File: config.mk
export PLATFORM = sky130hd
export DESIGN_NAME = wta_spike_gen_flat
export DESIGN_NICKNAME = d
export VERILOG_FILES = /design/src/rtl/wta_spike_gen_pkg.sv /design/src/rtl/wta_spike_gen_if.sv /design/src/rtl/wta_spike_gen_threshold.sv /design/src/rtl/wta_spike_gen.sv /design/src/flat_wrapper.sv
export SDC_FILE = /design/constraint.sdc
export NUM_CORES = 1
export LEC_CHECK = 0
export CAP_MARGIN = 10
export CORE_MARGIN = 3
export CORE_UTILIZATION = 33
export CTS_CLUSTER_SIZE = 10
export DETAILED_ROUTE_END_ITERATION = 10
export SKIP_LAST_GASP = 1
export SYNTH_ARGS = -nofsm -noshare
export SYNTH_HDL_FRONTEND = slang
export SYNTH_HIERARCHICAL = 1
export SYNTH_SLANG_ARGS = --single-unit
export TNS_END_PERCENT = 50
File: constraint.sdc
create_clock -name i_clk -period 6.1 [get_ports i_clk]
set_clock_uncertainty 0.1 [all_clocks]
set_input_delay 0.61 -clock i_clk [delete_from_list [all_inputs] [get_ports i_clk]]
set_output_delay 0.61 -clock i_clk [all_outputs]
set_load 0.03 [all_outputs]
File: src/rtl/wta_spike_gen_pkg.sv
// Shared types and helpers for the winner-take-all spike generator:
// FSM state encoding, winner id encoding and counter sizing.
package wta_spike_gen_pkg;

  typedef enum logic [1:0] {
    ST_IDLE   = 2'd0,
    ST_HOLD   = 2'd1,
    ST_REFRAC = 2'd2
  } state_t;

  typedef logic [1:0] id_t;

  localparam id_t ID_NONE = 2'd0;
  localparam id_t ID_1    = 2'd1;
  localparam id_t ID_2    = 2'd2;
  localparam id_t ID_3    = 2'd3;

  // Ties resolve to the lowest-numbered neuron.
  function automatic id_t pick_winner(input logic [3:1] flags);
    if (flags[1])      return ID_1;
    else if (flags[2]) return ID_2;
    else if (flags[3]) return ID_3;
    else               return ID_NONE;
  endfunction

  // Bits needed for a down/up counter spanning 0..n-1, never less than one.
  function automatic int cnt_width(input int n);
    return (n > 2) ? $clog2(n) : 1;
  endfunction

endpackage

File: src/rtl/wta_spike_gen_if.sv
// Sample-in / spike-out bundle of the spike generator. The master side
// feeds winner-search results and consumes spikes; the slave side is the generator.
interface wta_spike_gen_if #(
  parameter int p_width = 22
);
  logic                 i_valid;
  logic [p_width-1:0]   i_result;
  logic [3:1]           i_index;
  logic                 i_ready;
  logic                 o_spike;
  logic [1:0]           o_spike_id;
  logic [p_width-1:0]   o_spike_val;
  logic [3*p_width-1:0] o_threshold;
  logic                 o_busy;
  logic                 o_drop;

  modport master (
    output i_valid, i_result, i_index, i_ready,
    input  o_spike, o_spike_id, o_spike_val, o_threshold, o_busy, o_drop
  );

  modport slave (
    input  i_valid, i_result, i_index, i_ready,
    output o_spike, o_spike_id, o_spike_val, o_threshold, o_busy, o_drop
  );
endinterface

File: src/rtl/wta_spike_gen_threshold.sv
// One neuron's adaptive threshold: saturating bump on an accepted spike,
// slow decay back down to the base value.
module adaptive_threshold #(
  parameter int p_width   = 22,
  parameter int p_th_init = 8,
  parameter int p_th_inc  = 4
) (
  input  logic               i_clk,
  input  logic               i_rst,
  input  logic               inc_en,
  input  logic               decay_tick,
  output logic [p_width-1:0] th
);
  localparam logic [p_width-1:0] th_base = p_width'(p_th_init);

  // One extra bit so an overflowing increment is detected instead of wrapping.
  logic [p_width:0] th_sum;
  assign th_sum = {1'b0, th} + (p_width+1)'(p_th_inc);

  // NOTE: state updates use non-blocking assignments so every register
  // samples the values from before the edge, independent of block order.
  always_ff @(posedge i_clk or posedge i_rst) begin
    if (i_rst) begin
      th <= th_base;
    end else if (inc_en) begin
      th <= th_sum[p_width] ? '1 : th_sum[p_width-1:0];
    end else if (decay_tick && (th > th_base)) begin
      th <= th - p_width'(1);
    end
  end

endmodule

File: src/rtl/wta_spike_gen.sv
// Turns registered 3-way winner results into handshaked spike events,
// with per-neuron adaptive thresholds and a refractory window after each spike.
module wta_spike_gen
  import wta_spike_gen_pkg::*;
#(
  parameter int p_width        = 22,
  parameter int p_th_init      = 8,
  parameter int p_th_inc       = 4,
  parameter int p_decay_period = 16,
  parameter int p_refrac       = 8
) (
  input  logic           i_clk,
  input  logic           i_rst,
  wta_spike_gen_if.slave bus
);
  localparam int dcw = cnt_width(p_decay_period);
  localparam int rcw = cnt_width((p_refrac > 0) ? p_refrac : 1);
  localparam logic [dcw-1:0] decay_last  = dcw'(p_decay_period - 1);
  localparam logic [rcw-1:0] refrac_load = rcw'((p_refrac > 0) ? p_refrac - 1 : 0);

  state_t             state;
  id_t                spike_id;
  logic               spike;
  logic [p_width-1:0] spike_val;
  logic               drop;
  logic [dcw-1:0]     decay_cnt;
  logic [rcw-1:0]     refrac_cnt;

  logic [p_width-1:0] th [1:3];
  logic [3:1]         inc_en;
  logic               decay_tick;
  logic               sample_hit;
  logic               accept;
  id_t                sel_id;
  logic [p_width-1:0] sel_th;

  // NOTE: every signal driven here gets a default first, so no path
  // leaves it unassigned and no latch is inferred.
  always_comb begin
    sel_id = pick_winner(bus.i_index);
    sel_th = th[1];
    case (sel_id)
      ID_2:    sel_th = th[2];
      ID_3:    sel_th = th[3];
      default: sel_th = th[1];
    endcase
  end

  assign sample_hit = bus.i_valid && (bus.i_index != 3'b000);
  assign accept     = (state == ST_HOLD) && bus.i_ready;
  assign decay_tick = (decay_cnt == decay_last);

  for (genvar k = 1; k <= 3; k++) begin : g_th
    assign inc_en[k] = accept && (spike_id == id_t'(k));

    adaptive_threshold #(
      .p_width  (p_width),
      .p_th_init(p_th_init),
      .p_th_inc (p_th_inc)
    ) u_th (
      .i_clk     (i_clk),
      .i_rst     (i_rst),
      .inc_en    (inc_en[k]),
      .decay_tick(decay_tick),
      .th        (th[k])
    );
  end

  // Free-running decay timebase, independent of the FSM.
  always_ff @(posedge i_clk or posedge i_rst) begin
    if (i_rst)           decay_cnt <= '0;
    else if (decay_tick) decay_cnt <= '0;
    else                 decay_cnt <= decay_cnt + dcw'(1);
  end

  always_ff @(posedge i_clk or posedge i_rst) begin
    if (i_rst) begin
      state      <= ST_IDLE;
      spike      <= 1'b0;
      spike_id   <= ID_NONE;
      spike_val  <= '0;
      drop       <= 1'b0;
      refrac_cnt <= '0;
    end else begin
      drop <= sample_hit && (state != ST_IDLE);
      case (state)
        ST_IDLE: begin
          if (sample_hit && (bus.i_result >= sel_th)) begin
            spike_id  <= sel_id;
            spike_val <= bus.i_result;
            spike     <= 1'b1;
            state     <= ST_HOLD;
          end
        end
        ST_HOLD: begin
          if (bus.i_ready) begin
            spike <= 1'b0;
            if (p_refrac > 0) begin
              state      <= ST_REFRAC;
              refrac_cnt <= refrac_load;
            end else begin
              state <= ST_IDLE;
            end
          end
        end
        ST_REFRAC: begin
          if (refrac_cnt == '0) state <= ST_IDLE;
          else                  refrac_cnt <= refrac_cnt - rcw'(1);
        end
        default: state <= ST_IDLE;
      endcase
    end
  end

  assign bus.o_spike     = spike;
  assign bus.o_spike_id  = spike_id;
  assign bus.o_spike_val = spike_val;
  assign bus.o_drop      = drop;
  assign bus.o_busy      = (state != ST_IDLE);
  assign bus.o_threshold = {th[3], th[2], th[1]};

endmodule

File: src/flat_wrapper.sv
// flat-port wrapper written by rule: the top's interface ports become plain ports
module wta_spike_gen_flat import wta_spike_gen_pkg::*;
#(
  parameter int p_width        = 22,
  parameter int p_th_init      = 8,
  parameter int p_th_inc       = 4,
  parameter int p_decay_period = 16,
  parameter int p_refrac       = 8
)
  (i_clk, i_rst, bus_i_valid, bus_i_result, bus_i_index, bus_i_ready, bus_o_spike, bus_o_spike_id, bus_o_spike_val, bus_o_threshold, bus_o_busy, bus_o_drop);
  wta_spike_gen_if #(.p_width(p_width)) bus_i ();
  input  logic i_clk;
  input  logic i_rst;
  input wire logic [$bits(bus_i.i_valid)-1:0] bus_i_valid;
  input wire logic [$bits(bus_i.i_result)-1:0] bus_i_result;
  input wire logic [$bits(bus_i.i_index)-1:0] bus_i_index;
  input wire logic [$bits(bus_i.i_ready)-1:0] bus_i_ready;
  output wire logic [$bits(bus_i.o_spike)-1:0] bus_o_spike;
  output wire logic [$bits(bus_i.o_spike_id)-1:0] bus_o_spike_id;
  output wire logic [$bits(bus_i.o_spike_val)-1:0] bus_o_spike_val;
  output wire logic [$bits(bus_i.o_threshold)-1:0] bus_o_threshold;
  output wire logic [$bits(bus_i.o_busy)-1:0] bus_o_busy;
  output wire logic [$bits(bus_i.o_drop)-1:0] bus_o_drop;
  assign bus_i.i_valid = bus_i_valid;
  assign bus_i.i_result = bus_i_result;
  assign bus_i.i_index = bus_i_index;
  assign bus_i.i_ready = bus_i_ready;
  assign bus_o_spike = bus_i.o_spike;
  assign bus_o_spike_id = bus_i.o_spike_id;
  assign bus_o_spike_val = bus_i.o_spike_val;
  assign bus_o_threshold = bus_i.o_threshold;
  assign bus_o_busy = bus_i.o_busy;
  assign bus_o_drop = bus_i.o_drop;
  wta_spike_gen #(.p_width(p_width), .p_th_init(p_th_init), .p_th_inc(p_th_inc), .p_decay_period(p_decay_period), .p_refrac(p_refrac)) u_core (.i_clk(i_clk), .i_rst(i_rst), .bus(bus_i));
endmodule
# Word-level counts from Yosys, hierarchy flattened
# Index checks and enable logic that the tools add are counted.
# op_classes
n_mux	24
n_addsub	8
reduce_logical	23
eq_ne	12
order_cmp	4
# op_table
cell	count
two-way mux 22 bit	9
adder 22 x 3 -> 23 bit, second input constant	3
greater-than comparator 22 x 4 -> 1 bit, second input constant	3
subtractor 22 x 1 -> 22 bit, second input constant	3
case mux 22 bit (2 select lines)	1
>= comparator 22 bit	1
two-way mux 2 bit	6
nonzero test 2 bit	6
== test 2 bit, second input constant	5
logical AND 1 bit	10
AND reduction 3 bit	3
two-way mux 3 bit	2
case mux 2 bit (3 select lines)	1
case mux 3 bit (2 select lines)	1
adder 4 x 1 -> 4 bit, second input constant	1
== test 2 x 1 -> 1 bit, second input constant	2
== test 4 bit, second input constant	1
two-way mux 4 bit	1
!= test 2 x 1 -> 1 bit, second input constant	2
!= test 2 bit, second input constant	2
zero test 3 bit	1
nonzero test 3 bit	1
subtractor 3 x 1 -> 3 bit, second input constant	1
zero test 2 bit	1
3 further kinds	4
# word_totals
inputBits	29
word_cells	81
reg_bits	101
out_inout_bits	93

# Logic depth before layout (Yosys ltp)
# Gate-level depths: netlist (run 1).
# logic_depth
word_depth	9
ltp_mapped	15
ltp_nobuf	11

# By module
# The synthesis (run 1) kept the hierarchy.
# modules_own_cells
mod	area_each_um2	instances	cells_per_inst	seq_area_each_um2
adaptive_threshold	1724.2	3	202	551.8
wta_spike_gen	2344.7	1	236	875.8

# Least setup slack after synthesis (run 1)
# OpenSTA, ideal clock, no wires.
# synth_timing
kind	input-to-reg
startpoint	input bus_i_index[1]
endpoint	register u_core.spike_val[0] (netlist: u_core/bus.o_spike_val[0])
setup_ns	0.125
stages	15
path_slack_ns	2.594
t_required_ns	5.875
t_arrival_ns	3.281
path_buffers	4
cell_sequence	clkbuf_1 > nor2b_1 > clkbuf_1 > a22oi_1 > nor2_1 > a21oi_1 > ha_1 > a21o_1 > a211oi_1 > o21ai_1 > a221oi_1 > a311o_1 > buf_6 > buf_6 > mux2_4
# synth_via
elab_chain_len	7
elab_cells_between_ends	10
classes_between	1 x order compare; 2 x eq/ne; 3 x mux; 4 x reduce/logical
# synth_lines
element	line_no	source
from (decl)	flat_wrapper.sv:16	input wire logic [$bits(bus_i.i_index)-1:0] bus_i_index;
two-way mux 2 bit	wta_spike_gen_pkg.sv:21	else if (flags[2]) return ID_2;
two-way mux 2 bit	wta_spike_gen_pkg.sv:20	if (flags[1]) return ID_1;
== test 2 bit	wta_spike_gen.sv:42	case (sel_id)
case mux 22 bit (2 select lines)	wta_spike_gen.sv:42	
>= comparator 22 bit	wta_spike_gen.sv:88	if (sample_hit && (bus.i_result >= sel_th)) begin
logical AND 1 bit *	wta_spike_gen.sv:88	
AND reduction 2 bit (no source line) *	n/a	
to (signal assigned)	wta_spike_gen.sv:90	spike_val <= bus.i_result;
to (decl)	wta_spike_gen.sv:24	logic [p_width-1:0] spike_val;
# Mark *: on every way between the ends. The rest lies on a longest branch, timed or not.
# A chain may end at the register's enable or synchronous reset.

# Worst setup path in the final report (run 1)
# layout_timing
startpoint	input bus_i_index[1]
endpoint	register u_core.spike_val[12] (netlist: u_core/bus.o_spike_val[12])
# The elaborated chain is that of the path after synthesis.

==> impl_results.md, run 1 <==
- Status: finished, final reports clean
- Final cell count without fillers: 1225
- Crit. End Element: flop
- Fin crit period: 4.45 ns
- Register area share after synthesis: 0.337
- Post-synth EDFFs: 0
- Gate count of the mapped netlist: 842
- Commonest non-fill, non-tap cell in the layout: clkdlybuf4s50_1
- RSZ-0062 raised after global routing: false
- TritonCTS buffer count: 9
- Mean post-synth cell area: 8.93 um2
- Crit path kind: input port to flop
- Hpwl dp: 18600 um
- Clock Tree Buf Depth: 2
- Post-Route WL: 24800 um
- Placed insts: 1208
- Worst-Margin Slew: 1.36 ns
- Clock root buffer: clkbuf_16
- Syn Std Cell Area: 7520 um2
- Die Y-Extent: 157 um
- First DRT Iteration DRCs: 787
- Flops & latches, synth: 101
- Max-slew headroom: 0.0776
- Grt total ovfl: 0
- Post-synth top area cell: dfrtp_1
- Die X: 157 um
- Post-Synth XOR/XNOR Area: 0.00816
- Nets: 1008
- Area of the die: 24600 um2
- Vias: 7258
- Period utilisation layout: 0.729
- Post-Synth Adder-Cell Area: 0.0666
- First-pass GRT wire length: 38700 um
- WP data arrival: 4.59 ns
- # setup viols final: 0
- HP Class: flop to flop
- Top-area cell type share of the netlist area: 0.326
- FFs w/ async S/R, synth: 1.00
- Number of global-route vias before repair: 6781
- Main combinational cell family by area after synthesis: simple AND/OR/NAND/NOR gates
- Final ANT Viol Nets: 0
- I/O pin count: 122
- Initial Util: 0.340
- Pwr Density: 356 nW/um2
- CTS tree: yes
- Setup TNS: 0 ns
- Worst Setup SP: bus_i_index[1]
- Slew Limit Fails: 0
- Final Hold Fails: 0
- Share of cells above drive strength 1: 0.101
- Synth Net Count: 911
- Clk_lat worst skew: 0.36 ns
- Antenna violations before repair: 0
- CTS Hold Buffers Added: 0
- Max Fclk: 225 MHz
- Worst setup SP type: input port
- Largest net degree at the start of global routing: 36
- Placeable core area: 22100 um2
- Row count: 54
- Synth unique cells: 65
- Crit path max fanout: 26
- Synth Warn #: 6
- Synth area leaders: dfrtp_1, ha_1, a21oi_1, nand3_1, nor2_1
- Simple-gate share of the synthesized area: 0.264
- Startpoint of the worst register-to-register path: u_core/state[1]
- Compound-Gate Fraction of Synth Area: 0.199
- Min-delay src: u_core/decay_cnt[0]
- DRT Pass-1 Iters: 5
- LEAKAGE: 3.65 nW
- Most frequent cells in the layout: clkdlybuf4s50_1, dfrtp_1, nor2_1, nand2_1, a21oi_1
- Synth-to-layout area growth: 23.0%
- Max-cap violation count: 0
- Drt drc: 0
- Mux contribution to synthesized area: 0.0791
- Placer Congestion: 0.929
- Worst path required time: 6.24 ns
- PostCTS Resize Cnt: 0
- Port Buffers: 121
- Via/cell ratio: 5.92
- Total track usage: 0.198
- CTS H-tree lvls: 3
- Post-DR wirelength/cell: 20.3 um
- Clock sinks: 101
- VDD IR max: 156 uV
- Ys flop type: dfrtp_1
- Buffer count from post-CTS setup fixing: 0
- Clk slew on worst S/H paths: 0.07 ns
-- path summary, 6_finish.rpt --
check	endpoint	slack, ns	cells after the start
max in group asynchronous	u_core/g_th[2].u_th/th[12]	4.38	2
setup / recovery	u_core/bus.o_spike_val[12]	1.65	13
hold reg to reg	u_core/decay_cnt[0]	0.39	1
min in group asynchronous	u_core/bus.o_spike_val[11]	0.80	3
hold / removal	u_core/decay_cnt[0]	0.39	1
setup reg to reg	u_core/g_th[1].u_th/th[17]	2.39	8
-- layer usage --
layer | share of wire | global-route usage | wire (um) | vias to the layer above
met5 | 0 | 0 | 0 | -
met4 | 0.017 | 0.0546 | 412 | 0
met3 | 0.072 | 0.0412 | 1780 | 29
met2 | 0.44 | 0.296 | 11000 | 319
met1 | 0.47 | 0.291 | 11600 | 3521
li1 | - | - | - | 3389
-- report_power, final --
| part | total (mW) | switching (mW) | internal (mW) |
|---|---|---|---|
| registers | 1.16 | 0.309 | 0.850 |
| clock network | 0.618 | 0.272 | 0.346 |
| logic | 1.51 | 0.862 | 0.650 |
-- sequential cells by signal, indices dropped and copies added (netlist names) --
signal / cells
u_core/bus.o_drop: 1
u_core/bus.o_spike: 1
u_core/g_th.u_th/th: 66
u_core/bus.o_spike_val: 22
u_core/state: 2
u_core/decay_cnt: 4
u_core/bus.o_spike_id: 2
u_core/refrac_cnt: 3
-- area by class of cell --
type | instances | area, um2
fill | 2175 | 12800
timing repair buffer | 129 | 1270
clock inverter | 5 | 66.3
sequential | 101 | 2530
tap | 280 | 350
antenna | 1 | 2.50
clock buffer | 11 | 253
inverter | 36 | 135
multi-input combinational | 662 | 4640
-- worst max-delay path, stage by stage --
cell and delay (ns):
clkdlybuf4s50_1 1.04, nor2b_1 0.10, buf_4 0.24, a22oi_1 0.17
nor2_1 0.07, a21oi_1 0.15, ha_1 0.26, a21o_1 0.18
a211oi_1 0.23, o21ai_1 0.10, a221oi_1 0.26, a311o_2 0.76
mux2_2 0.42
-- synth_stat cells, types with 18 or more instances --
master / instances
ha_1: 40
o21ai_0: 34
a22oi_1: 22
nor3_1: 20
nand2_1: 62
clkbuf_1: 30
dfrtp_1: 98
inv_1: 36
nand3_1: 53
a21oi_1: 58
nor2_1: 68
and3_1: 22
mux2_2: 18
-- stage by stage --
step	power (mW)	setup slack (ns)	hold slack (ns)	instance area, um2	util
after floorplan	2.06	2.59	0.344	7520	-
after global placement	2.65	1.40	0.371	8930	0.404
after detailed placement	2.66	1.30	0.382	8930	0.404
after CTS	3.30	1.68	0.392	9250	0.419
after global routing	3.48	1.40	0.427	9250	0.419
final	3.29	1.65	0.391	9250	0.419
-- kinds of logic after synthesis --
group | after synthesis
and+or+nand+nor | 351
AOI/OAI and AO/OA | 216
DFF | 101
adders and majority gates | 40
buffers and inverters | 79
xor gates and xnor gates | 7
muxes | 48
Note: power is estimated with default switching activity, not from simulation.
==> inputs of run 2 (changes only) <==
- clock period: 6.1 -> 4.3 ns (I/O delays scaled with it)
==> run 2 against run 1 <==
  * Die area unchanged
  * Largest power group unchanged
  * Sequential power increased by 42%
  * Final cell count up 0.65%
  * Critical endpoint is now u_core/bus.o_spike_val[6]
  * Sequential share of layout area down 0.18 points
  * Critical path type unchanged
==> impl_results.md, run 2 (same netlist as run 1, synthesis figures left out) <==
- Clk slew on worst S/H paths: 0.07 ns (about the same)
- Row count: 54 (unchanged)
- Clock sinks: 101 (unchanged)
- PostCTS Resize Cnt: 0 (unchanged)
- Area of the die: 24600 um2 (unchanged)
- Worst-Margin Slew: 0.937 ns (-0.428 ns)
- HP Class: flop to flop
- Hpwl dp: 18900 um (+1.6%)
- Commonest non-fill, non-tap cell in the layout: clkdlybuf4s50_1
- Synth-to-layout area growth: 23.8%
- Nets: 1017 (+0.89%)
- Clock root buffer: clkbuf_16
- Final Hold Fails: 0 (unchanged)
- LEAKAGE: 3.69 nW (+1.1%)
- Placeable core area: 22100 um2 (unchanged)
- Post-place instance area: 9010 um2 (+0.90%)
- Largest net degree at the start of global routing: 36 (unchanged)
- Final instance area: 9310 um2 (+0.65%)
- Number of global-route vias before repair: 6763 (-0.27%)
- Number of antenna diodes: 0 (-1)
- Final ANT Viol Nets: 0 (unchanged)
- VDD IR max: 201 uV (+29%)
- Setup TNS: 0 ns (unchanged)
- Crit. End Element: flop
- Multi-input logic area: 4640 um2 (unchanged)
- Die Y-Extent: 157 um (unchanged)
- Placed insts: 1217 (+0.75%)
- Fillcell total: 2179 (+0.18%)
- Clock Tree Buf Depth: 2 (unchanged)
- Total track usage: 0.200 (+0.00163)
- Worst Setup SP: bus_i_index[2]
- Startpoint of the worst register-to-register path: u_core/state[1]
- Fin crit period: 3.57 ns
- Worst path required time: 4.43 ns (-1.81 ns)
- Drt drc: 0 (unchanged)
- R2R Setup Slk: 1.12 ns (-1.27 ns)
- CTS tree: yes
- Slew Limit Fails: 0 (unchanged)
- Max Fclk: 280 MHz
- Clk_lat worst skew: 0.35 ns (about the same)
- Initial Util: 0.340 (unchanged)
- Worst-case reg-to-reg path depth: 8 (unchanged)
- TritonCTS buffer count: 9 (unchanged)
- First DRT Iteration DRCs: 757 (-3.8%)
- WP data arrival: 3.70 ns (-0.89 ns)
- Final Power: 4.64 mW (+41%)
- Worst setup SP type: input port
- Crit path kind: input port to flop
- Max-cap violation count: 0 (unchanged)
- Period utilisation layout: 0.829
- Final cell count without fillers: 1233 (+0.65%)
- # setup viols final: 0 (unchanged)
- DRT Pass-1 Iters: 5 (unchanged)
- First-pass GRT wire length: 39100 um (+1.0%)
- Worst Setup EP: u_core/bus.o_spike_val[6]
- Post-DR wirelength/cell: 20.0 um (-1.2%)
- Vias: 7312 (+0.74%)
- Post-Route WL: 24700 um (-0.60%)
- Grt total ovfl: 0 (unchanged)
- CTS Hold Buffers Added: 0 (unchanged)
- RSZ-0062 raised after global routing: false
- Max-slew headroom: 0.373 (+0.296)
- Status: finished, final reports clean
- Max reg flops: 66 (unchanged)
- Via/cell ratio: 5.93 (about the same)
- Worst Hold Slack: 0.385 ns (-0.00563 ns)
- FF/Latch Area: 2530 um2 (unchanged)
- Share of cells above drive strength 1: 0.108 (+0.00744)
- Top reg by flops: u_core/g_th.u_th/th
- Port Buffers: 121 (unchanged)
- I/O pin count: 122 (unchanged)
- Placer Congestion: 0.917 (-1.4%)
- FF-to-FF End: u_core/g_th[3].u_th/th[17]
- Antenna violations before repair: 0 (unchanged)
- Buffer count from post-CTS setup fixing: 0 (unchanged)
- Most frequent cells in the layout: clkdlybuf4s50_1, dfrtp_1, nor2_1, nand2_1, a21oi_1
- Pwr Density: 498 nW/um2 (+40%)
- Crit path max fanout: 26 (unchanged)
- CTS H-tree lvls: 3 (unchanged)
- Die X: 157 um (unchanged)
run 2: worst max-delay path: stages:
cell,delay (ns)
clkdlybuf4s50_1,0.52
nor2b_1,0.36
buf_4,0.28
a22oi_1,0.09
nor2_1,0.12
a21oi_1,0.05
ha_1,0.33
nand4_1,0.14
nor4b_2,0.35
a221oi_1,0.12
a311o_2,0.41
buf_12,0.19
mux2_4,0.31
run 2: cell type report:
class                   count  area share
clock buffers              11      0.0261
clock inverters             5     0.00632
multi-input cells         662       0.498
well taps                 280      0.0376
inverters                  36      0.0145
flip-flops and latches    101       0.272
repair buffers            138       0.145
run 2: metrics by stage:
step | util | worst slack, ns
2_1_floorplan | - | 0.974
3_3_place_gp | 0.408 | 0.520
3_5_place_dp | 0.408 | 0.434
4_1_cts | 0.421 | 0.795
5_1_grt | 0.421 | 0.518
6_report | 0.421 | 0.734
run 2: worst min-delay path by stage:
stage	depth (start not counted)	end	start	slack, ns
after detailed placement	1	u_core/decay_cnt[0]	u_core/decay_cnt[0]	0.38
after global routing	1	u_core/decay_cnt[0]	u_core/decay_cnt[0]	0.40
after CTS	1	u_core/decay_cnt[0]	u_core/decay_cnt[0]	0.39
after floorplan	1	u_core/g_th[1].u_th/th[0]	i_rst	0.32
final	1	u_core/decay_cnt[0]	u_core/decay_cnt[0]	0.38
after global placement	1	u_core/decay_cnt[3]	u_core/decay_cnt[3]	0.37
run 2: layer usage:
layer | GRT usage | part of all wire | wire length [um]
met5 | 0 | 0 | 0
met2 | 0.299 | 0.44 | 10700
met1 | 0.299 | 0.48 | 11800
met4 | 0.0542 | 0.016 | 399
met3 | 0.0305 | 0.072 | 1780
run 2: report_power, final:
part           switching, mW  internal, mW  total, mW  leakage, nW
combinational           1.22         0.928       2.15         2.29
sequential             0.439          1.21       1.65         1.26
clock                  0.373         0.469      0.842        0.142
==> inputs of run 3 (changes only) <==
- clock period: 4.3 -> 3 ns (I/O delays scaled with it)
==> run 3 against run 2 <==
  * Design area is 10% higher
  * Sequential power is 26% higher
  * Non-clock buffer count is 107 higher
  * Via count is 4.1% higher
  * Critical path depth is 3 lower
  * Sequential cell count stayed put
  * Clock-buffer cell count stayed put
  * First-iteration DRC count is 21% lower
  * Combinational power is 73% higher
  * Die area stayed put
  * Worst setup slack worse by 0.67 ns
  * Largest cell class unchanged
==> impl_results.md, run 3 (same netlist as run 1, synthesis figures left out) <==
- Grt total ovfl: 0 (unchanged)
- Number of antenna diodes: 0 (unchanged)
- Via/cell ratio: 5.68 (-4.2%)
- FF-to-FF End: u_core/bus.o_spike_val[2]
- Worst Hold Slack: 0.341 ns (-0.0438 ns)
- Antenna violations before repair: 0 (unchanged)
- Max-cap violation count: 0 (unchanged)
- First DRT Iteration DRCs: 595 (-21%)
- Worst Setup EP: u_core/bus.o_spike_val[2]
- Share of cells above drive strength 1: 0.208 (+0.0995)
- LEAKAGE: 4.31 nW (+17%)
- Placed insts: 1316 (+8.1%)
- Top reg by flops: u_core/g_th.u_th/th
- Crit. End Element: flop
- Final cell count without fillers: 1340 (+8.7%)
- Drt drc: 0 (unchanged)
- Synth-to-layout area growth: 36.8%
- Placer Congestion: 0.956 (+4.3%)
- HP Class: input port to flop
- Combinational power share: 0.530 (+0.067)
- Max reg flops: 66 (unchanged)
- Crit path kind: flop to flop
- Worst-case reg-to-reg path depth: 10 (+2)
- Number of global-route vias before repair: 7152 (+5.8%)
- Nets: 1124 (+11%)
- Clk network pwr share: 0.173 (-0.009)
- Largest net degree at the start of global routing: 36 (unchanged)
- # setup viols final: 0 (unchanged)
- Internal: 4.03 mW (+55%)
- Vias: 7612 (+4.1%)
- Sw power: 3.00 mW (+48%)
- Pwr Density: 684 nW/um2 (+37%)
- Final ANT Viol Nets: 0 (unchanged)
- Max Fclk: 340 MHz
- Final Power: 7.03 mW (+52%)
- Row count: 54 (unchanged)
- Final Hold Fails: 0 (unchanged)
- Worst Setup SP: u_core/g_th[2].u_th/th[13]
- Port Buffers: 121 (unchanged)
- Clk_lat worst skew: 0.35 ns (about the same)
- RSZ-0062 raised after global routing: true
- Clock sinks: 101 (unchanged)
- I/O pin count: 122 (unchanged)
- Hpwl dp: 20200 um (+6.8%)
- Clock root buffer: clkbuf_16
- Clk slew on worst S/H paths: 0.08 ns (about the same)
- Worst-Margin Slew: 0.925 ns (-0.0117 ns)
- Startpoint of the worst register-to-register path: u_core/g_th[2].u_th/th[13]
- Sw frac: 0.427 (-0.0114)
- Initial Util: 0.340 (unchanged)
- Fin crit period: 2.94 ns
- Most frequent cells in the layout: clkdlybuf4s50_1, buf_4, dfrtp_1, nor2_1, nand2_1
- Total track usage: 0.210 (+0.0105)
- Worst path required time: 3.13 ns (-1.30 ns)
- Slew Limit Fails: 0 (unchanged)
- Period utilisation layout: 0.979
- Clock Tree Buf Depth: 2 (unchanged)
- CTS H-tree lvls: 3 (unchanged)
- Area of the die: 24600 um2 (unchanged)
- R2R Setup Slk: 0.06 ns (-1.06 ns)
- WP data arrival: 3.07 ns (-0.63 ns)
- VDD IR max: 272 uV (+35%)
- Setup TNS: 0 ns (unchanged)
- Placeable core area: 22100 um2 (unchanged)
- Worst setup SP type: flop
- Status: finished, final reports clean
- Crit path max fanout: 7 (-73%)
- Die X: 157 um (unchanged)
- Post-Route WL: 26100 um (+5.6%)
- TritonCTS buffer count: 9 (unchanged)
- Max-slew headroom: 0.383 (+0.00946)
- Sequential power share: 0.296 (-0.059)
- Post-DR wirelength/cell: 19.4 um (-2.8%)
- CTS tree: yes
- First-pass GRT wire length: 40900 um (+4.7%)
- Die Y-Extent: 157 um (unchanged)
- DRT Pass-1 Iters: 6 (+1)
- Commonest non-fill, non-tap cell in the layout: clkdlybuf4s50_1
[run 3: cell type report]
type                            count  area [um2]
Sequential cell                   101        2530
Clock inverter                      5        58.8
Inverter                           36         135
Tap cell                          280         350
Timing Repair Buffer              245        2270
Clock buffer                       11         243
Fill cell                        2125       11800
Multi-Input combinational cell    662        4690
[run 3: worst max-delay path, stage by stage, from the launching register on]
cell and delay [ns]:
dfrtp_1 0.44, a22oi_1 0.24, nor2_1 0.06, a21oi_1 0.15, ha_1 0.18, nand4_1 0.21, nor4b_4 0.34, a221oi_2 0.09
a311o_2 0.42, bufbuf_16 0.29, mux2_4 0.29
[run 3: per-stage QoR]
step,instance area (um2),setup WS [ns],util
2_1_floorplan,7540,0.0267,-
3_3_place_gp,9820,-0.448,0.445
3_5_place_dp,9820,-0.507,0.445
4_1_cts,10200,-0.0111,0.463
5_1_grt,10300,-0.0338,0.465
6_report,10300,0.0629,0.465
[run 3: worst min-delay path by stage]
stage                        start                    endpoint  slack (ns)  depth (start not counted)
5_1_grt             bus_i_index[2]           u_core/bus.o_drop        0.36                          4
6_report            bus_i_index[2]           u_core/bus.o_drop        0.34                          4
2_1_floorplan                i_rst   u_core/g_th[1].u_th/th[0]        0.19                          1
3_3_place_gp   u_core/decay_cnt[3]         u_core/decay_cnt[3]        0.38                          1
3_5_place_dp   u_core/decay_cnt[3]         u_core/decay_cnt[3]        0.38                          1
4_1_cts                      i_rst  u_core/g_th[1].u_th/th[20]        0.38                          2
[run 3: routing by layer]
| metal | up-vias | wire [um] | part of all wire | GRT usage |
|---|---|---|---|---|
| li1 | 3619 | - | - | - |
| met1 | 3690 | 12500 | 0.48 | 0.314 |
| met2 | 273 | 11400 | 0.44 | 0.317 |
| met3 | 30 | 1650 | 0.063 | 0.0322 |
| met4 | 0 | 583 | 0.022 | 0.0542 |
| met5 | - | 0 | 0 | 0 |
[run 3: timing repair]
action	CTS	global route
setup endpoints to repair	22	22
hold buffers	0	0
gates cloned	2	0
buffers inserted	3	3
pin swaps	5	8
hold endpoints to repair	0	0
resized for setup	6	12
[run 3: power by group through the flow]
| stage | Clock, mW | Combinational, mW | Sequential [mW] |
|---|---|---|---|
| 5_1_grt | 1.32 | 4.02 | 2.13 |
| 2_1_floorplan | 0 | 1.45 | 2.74 |
| 6_report | 1.22 | 3.73 | 2.08 |
| 3_5_place_dp | 0 | 3.65 | 2.10 |
| 4_1_cts | 1.26 | 3.71 | 2.08 |
| 3_3_place_gp | 0 | 3.61 | 2.10 |
